[config.mk]
export PLATFORM = sky130hd
export DESIGN_NAME = fir_tf_param
export DESIGN_NICKNAME = d
export VERILOG_FILES = /design/src/rtl/fir_tf_param.sv
export SDC_FILE = /design/constraint.sdc
export NUM_CORES = 2
export LEC_CHECK = 0
export ABC_AREA = 1
export CAP_MARGIN = 20
export CORE_MARGIN = 2
export CORE_UTILIZATION = 67
export CTS_CLUSTER_DIAMETER = 30
export DETAILED_ROUTE_END_ITERATION = 12
export MAX_ROUTING_LAYER = met4
export PLACE_DENSITY_LB_ADDON = 0.25
export RECOVER_POWER = 50
export SYNTH_ARGS = -nofsm -noshare
export SYNTH_HDL_FRONTEND = slang
export SYNTH_SLANG_ARGS = --single-unit
[constraint.sdc]
create_clock -name clk -period 8.1 [get_ports clk]
set_clock_uncertainty 0.05 [all_clocks]
set_input_delay 1.62 -clock clk [delete_from_list [all_inputs] [get_ports clk]]
set_output_delay 1.62 -clock clk [all_outputs]
set_load 0.05 [all_outputs]
[src/rtl/fir_tf_param.sv]
// Parametrised transposed-form FIR filter with a sample-valid handshake.
// Two pipeline stages: the products are registered first, then they are
// folded into the partial-sum chain. Coefficients are double-buffered and
// swap atomically. The output is rounded and saturated, and a sticky flag
// records any clamp.
module fir_tf_param #(
    parameter int TAPS  = 4,
    parameter int DW    = 17,
    parameter int CW    = 17,
    parameter int OW    = 36,
    parameter int SHIFT = 0,
    parameter int ROUND = 1,
    localparam int AIW  = $clog2(TAPS)
) (
    input  logic                 clk,
    input  logic                 reset,
    input  logic                 in_valid,
    input  logic signed [DW-1:0] x_in,
    input  logic                 clear,
    input  logic                 coef_wr,
    input  logic [AIW-1:0]       coef_addr,
    input  logic signed [CW-1:0] coef_data,
    input  logic                 coef_swap,
    output logic signed [OW-1:0] y_out,
    output logic                 out_valid,
    output logic                 sat_flag
);

    localparam int PW = DW + CW;
    localparam int AW = PW + AIW;

    // Half an output LSB, added before the shift when rounding is enabled.
    localparam logic [AW:0] RND_INC =
        (ROUND != 0 && SHIFT > 0) ? ((AW+1)'(1) << ((SHIFT > 0) ? SHIFT - 1 : 0)) : '0;

    logic signed [CW-1:0] r_shadow [TAPS];
    logic signed [CW-1:0] r_active [TAPS];
    logic signed [PW-1:0] r_p      [TAPS];
    logic signed [AW-1:0] r_s      [1:TAPS-1];
    logic                 r_v1;
    logic signed [OW-1:0] r_y;
    logic                 r_ov;
    logic                 r_sat;

    logic signed [PW-1:0] w_prod   [TAPS];
    logic signed [AW-1:0] w_s_next [1:TAPS-1];
    logic signed [AW-1:0] w_acc;
    logic signed [AW:0]   w_round;
    logic signed [AW:0]   w_shift;
    logic signed [OW-1:0] w_sat_y;
    logic                 w_ovf;

    genvar gi;

    // Full-precision product of the incoming sample with each active coefficient.
    for (gi = 0; gi < TAPS; gi++) begin : g_tap
        assign w_prod[gi] = PW'(x_in) * PW'(r_active[gi]);
    end

    // Next value of the partial-sum chain: each tap adds its product to the
    // downstream sum; the last tap starts the chain.
    for (gi = 1; gi < TAPS; gi++) begin : g_sum
        if (gi == TAPS - 1) begin : g_last
            assign w_s_next[gi] = AW'(r_p[gi]);
        end else begin : g_mid
            assign w_s_next[gi] = AW'(r_p[gi]) + r_s[gi+1];
        end
    end

    assign w_acc   = AW'(r_p[0]) + r_s[1];
    // One bit of headroom so the rounding increment can never wrap.
    assign w_round = {w_acc[AW-1], w_acc} + $signed(RND_INC);
    assign w_shift = w_round >>> SHIFT;

    if (OW >= AW + 1) begin : g_nosat
        // The output is wide enough for any shifted value: sign-extend only.
        assign w_sat_y = OW'(w_shift);
        assign w_ovf   = 1'b0;
    end else begin : g_sat
        localparam logic signed [OW-1:0] Y_MAX = {1'b0, {(OW-1){1'b1}}};
        localparam logic signed [OW-1:0] Y_MIN = {1'b1, {(OW-1){1'b0}}};
        logic [AW-OW+1:0] w_top;
        // The value fits only if every bit above the output sign bit repeats it.
        assign w_top   = w_shift[AW:OW-1];
        assign w_ovf   = !((&w_top) || !(|w_top));
        assign w_sat_y = w_ovf ? (w_shift[AW] ? Y_MIN : Y_MAX) : w_shift[OW-1:0];
    end

    // Coefficient banks: the swap copies the pre-write shadow, and a write
    // lands in shadow only. Clear leaves both banks alone.
    always_ff @(posedge clk or negedge reset) begin
        if (!reset) begin
            for (int k = 0; k < TAPS; k++) begin
                r_shadow[k] <= '0;
                r_active[k] <= '0;
            end
        end else begin
            if (coef_swap) begin
                for (int k = 0; k < TAPS; k++) begin
                    r_active[k] <= r_shadow[k];
                end
            end
            if (coef_wr && (int'(coef_addr) < TAPS)) begin
                r_shadow[coef_addr] <= coef_data;
            end
        end
    end

    // Stage 1: capture the products of each accepted sample; v1 marks them fresh.
    always_ff @(posedge clk or negedge reset) begin
        if (!reset) begin
            r_v1 <= 1'b0;
            for (int k = 0; k < TAPS; k++) begin
                r_p[k] <= '0;
            end
        end else if (clear) begin
            r_v1 <= 1'b0;
            for (int k = 0; k < TAPS; k++) begin
                r_p[k] <= '0;
            end
        end else begin
            r_v1 <= in_valid;
            if (in_valid) begin
                for (int k = 0; k < TAPS; k++) begin
                    r_p[k] <= w_prod[k];
                end
            end
        end
    end

    // Stage 2: advance the sum chain and register the output only on fresh
    // products, so idle cycles never push bubbles into the filter state.
    always_ff @(posedge clk or negedge reset) begin
        if (!reset) begin
            r_y   <= '0;
            r_ov  <= 1'b0;
            r_sat <= 1'b0;
            for (int k = 1; k < TAPS; k++) begin
                r_s[k] <= '0;
            end
        end else if (clear) begin
            r_y   <= '0;
            r_ov  <= 1'b0;
            r_sat <= 1'b0;
            for (int k = 1; k < TAPS; k++) begin
                r_s[k] <= '0;
            end
        end else begin
            r_ov <= r_v1;
            if (r_v1) begin
                for (int k = 1; k < TAPS; k++) begin
                    r_s[k] <= w_s_next[k];
                end
                r_y <= w_sat_y;
                if (w_ovf) begin
                    r_sat <= 1'b1;
                end
            end
        end
    end

    assign y_out     = r_y;
    assign out_valid = r_ov;
    assign sat_flag  = r_sat;

endmodule

; After elaboration in Yosys (flattened, before gate mapping)
; Index checks and enable logic that the tools add are counted.
[totals]
reg_bits = 419
out_inout_bits = 38
word_cells = 44
[op_classes]
addsub = 3
multipliers = 4
magnitude_cmp = 2
n_mux = 12
bitwise_logic = 1
n_reduce_logical = 3
[ops]
columns = operator, count
row1 = $mux W136, 2
row2 = $mux W108, 2
row3 = $mul A17 B17 Y34, 4
row4 = $add A34 B36 Y36, 3
row5 = $mux W36, 2
row6 = $bwmux W68, 1
row7 = $demux W17 S2, 1
row8 = $mux W17, 1
row9 = $reduce_bool A2 Y1, 2
row10 = $ge A3 B3 Y1 const B, 1
row11 = $lt A3 B1 Y1 const B, 1
row12 = $mux W1, 3
row13 = $not A2 Y3, 1
row14 = $logic_and A1 B1 Y1, 1

; Logic depth before layout (Yosys ltp)
[depth]
ltp_word = 6
ltp_mapped = 30
ltp_nobuf = 28

; Least setup slack after synthesis
; No wires, ideal clock.
[synth_timing]
path_type = input to register
from = in x_in[16]
to = reg r_p[63] in the netlist's numbering
setup_time_ns = 0.117
arrival_time_ns = 6.944
t_required_ns = 7.933
setup_slack_ns = 0.989
cell_stages = 23
path_buffers = 3
cell_sequence = clkbuf_1 > clkbuf_1 > clkbuf_1 > nand2_1 > inv_1 > fa_1 > fa_1 > fa_1 > fa_1 > fa_1 > inv_1 > fa_1 > inv_1 > ha_1 > nand2_1 > nor2_1 > nand2_1 > nor4_1 > nand2_1 > nand3_1 > nand2_1 > nand3_1 > nand2_1
[synth_between]
elab_chain_cells = 3
[synth_lines]
columns = item, line_no
row1 = from (decl), 18  ; input logic signed [DW-1:0] x_in,
row2 = $mul A17 B17 Y34, 57  ; assign w_prod[gi] = PW'(x_in) * PW'(r_active[gi]);
row3 = $mux W136, 123  ; if (in_valid) begin
row4 = $mux W136, 116  ; end else if (clear) begin
row5 = "to (signal, indexed assignment)", 125  ; r_p[k] <= w_prod[k];
row6 = to (decl), 38  ; logic signed [PW-1:0] r_p [TAPS];
; No other way between the ends. The select of a mux whose other input is x is not followed.
; A chain may end at the register's enable or synchronous reset.

; Worst setup path in the final report
[layout_timing]
from = in x_in[5]
to = reg r_p[21] in the netlist's numbering
; Same word-level chain as after synthesis.

==> run metrics <==
outcome finished, violations left; failing checks max-capacitance violations, max-slew violations; routed length per instance 20.5 um; GRT Total Usage 0.437; crit path DAT 7.67 ns; top area cells in the synthesized netlist fa_1 (34%), nand2_1 (15%), dfrtp_1 (15%); initial antenna violation count 6; Core ar. 103000 sq um; gr ovfl total 0; sequential-to-total area share from yosys stat 0.149; top-area cell type share of the netlist area 0.341; vias in the first global route about 65000; final-report hold violation count 0; critical path depth 25; crit-path leading delay family adder cells; Crit Path Max Fanout 25; area grow syn2layout 7.63%; critical path type primary input to register; # resized after CTS 0; top-count cell post-synth nand2_1; Final nets 10897; Vias/cell 5.69; die width 327 um; Worst Path Buf+Inv 7; Pins Over Slew Limit about 300; Root Buffer clkbuf_16; Ys Warns 0; mux cell area share after synthesis 0.00969; EDFF count, synth 0; H-tree Lvls 3; dpl hpwl 172000 um; die height 327 um; Worst slew margin -2.89; Die ar. 107000 sq um; CTS Hold Bufs 0; count of input and output buffers 78; max incr delay on CP 0.75 ns; area leader, netlist fa_1; Clk pin slew, worst setup/hold paths 0.05 ns; Post-DRT Antenna Nets 0; largest family of logic cells by synthesized area adder cells; final critical-path share of the clock period 0.886; Post-synth top flop dfrtp_1; R2R cell count 20; flip-flop and latch count after synthesis 416; RSZ-0062 raised after global routing no; Worst Setup End Kind register; worst slew pin tran just under 6 ns; FP Rows 118; Final Critical Period 7.17 ns; FILL cells 7848; Max Fclk around 140 MHz; Synth Area per Inst roughly 7.5 sq um; CP max-delay cell buf_2; total wire length between 200000 and 250000 um; Post-Synth XOR/XNOR Area 0.00527; 1st-iter DRT viols approximately 5300; post-synthesis cell area 69700 sq um; Max Root-Sink Buffers 3; Clock Sinks roughly 420; I/O pins 80; async set or reset register ratio after synthesis 1.00; effective utilization at floorplan 0.675; Post-Syn Instances 9296; synth cell count leaders nand2_1 (2866), inv_1 (2360), fa_1 (1187); Post-Synth Adder-Cell Area 0.420; post-synthesis cell type count 43; postcts setup bufs 0; CP Launch Type primary input; share of cells above drive strength 1 0.0420; compound-cell area share of the yosys netlist 0.0547; CTS Buf Count between 90 and 100; Setup-failing EPs final 0; vias 60839; largest net degree at the start of global routing 159; Syn Nets 10969; final weighted congestion in routability-driven placement 0.998; cell mode on critical path nand2_1; Hold Crit Depth 2; max cap viols 4; Total Neg Setup Slack 0 ns; Worst EP required 8.59 ns; DRC Markers 0; Clk Latency, worst-skew pair 0.69 ns; CTS tree built; post-synthesis simple-gate area fraction 0.214; DRT Pass-1 Iters 6; first-pass GRT wire length 347000 um; Hold WC Path Type register to register
## worst paths after layout
kind | start | to | slack, ns
setup / recovery | x_in[5] | r_p[21] | 0.93
hold / removal | y_out[8] | y_out[8] | 0.43
setup reg to reg | r_active[56] | r_p[134] | 1.41
hold reg to reg | y_out[8] | y_out[8] | 0.43
max in group asynchronous | reset | r_shadow[6] | 1.53
min in group asynchronous | reset | r_active[66] | 3.13
## through the flow
step                hold slack (ns)  setup slack, ns  cell area [sq um]  utilization  std cells
global route                  0.442            0.444              75100        0.726      10688
CTS                           0.429            0.987              75100        0.726      10677
detailed placement            0.417            0.268              71800        0.694      10505
finish                        0.425            0.926              75100        0.726      10690
global placement              0.411            0.349              71800        0.694      10505
floorplan                     0.398            0.989              69700            -       9296
## flip-flops by register name (all words and copies together) (netlist names)
| signal | count |
|---|---|
| r_s | 106 |
| r_v1 | 1 |
| r_shadow | 68 |
| r_active | 68 |
| out_valid | 1 |
| y_out | 36 |
| r_p | 136 |
## cell type report
cell class | instances | area [sq um] | area share
multi-input cells | 6172 | 49100 | 0.655
clock buffers | 107 | 2490 | 0.0332
flip-flops and latches | 416 | 10400 | 0.139
well taps | 1380 | 1730 | 0.0230
repair buffers | 179 | 1620 | 0.0216
diodes | 8 | 20.0 | 0.000267
clock inverters | 65 | 796 | 0.0106
inverters | 2363 | 8870 | 0.118
## layout by cell type (no fill, tap or decap), drive strengths merged, types with 110 or more instances in the layout
master	instances
buf	110
nand2	2883
ha	444
nand3	296
clkbuf	116
dfrtp	416
nor2	422
a21oi	250
fa	1187
o21ai	328
inv	2384
## worst min-delay path: stages, from the launching register on
cell     delay [ns]
dfrtp_1        0.34
nand2_1        0.05
nand2_1        0.05
## metal layers
metal,share of wire,global-route usage,vias up
met5,0,-,-
met2,0.48,0.717,3159
met3,0.079,0.0792,1295
li1,-,-,27086
met4,0.096,0.337,0
met1,0.34,0.470,29299
## cells by family (layout without fill, tap and decap cells)
group | Yosys count | count (layout)
and+or+nand+nor | 3745 | 3745
buffers and inverters | 2708 | 2714
adders and majority gates | 1631 | 1631
AOI/OAI and AO/OA | 693 | 693
DFF | 416 | 416
muxes | 60 | 60
xor gates and xnor gates | 42 | 42
other | 1 | 9
Power is left out: the tool's default activity adds up to more than one toggle a clock period on the data nets, which glitch-free logic cannot reach.
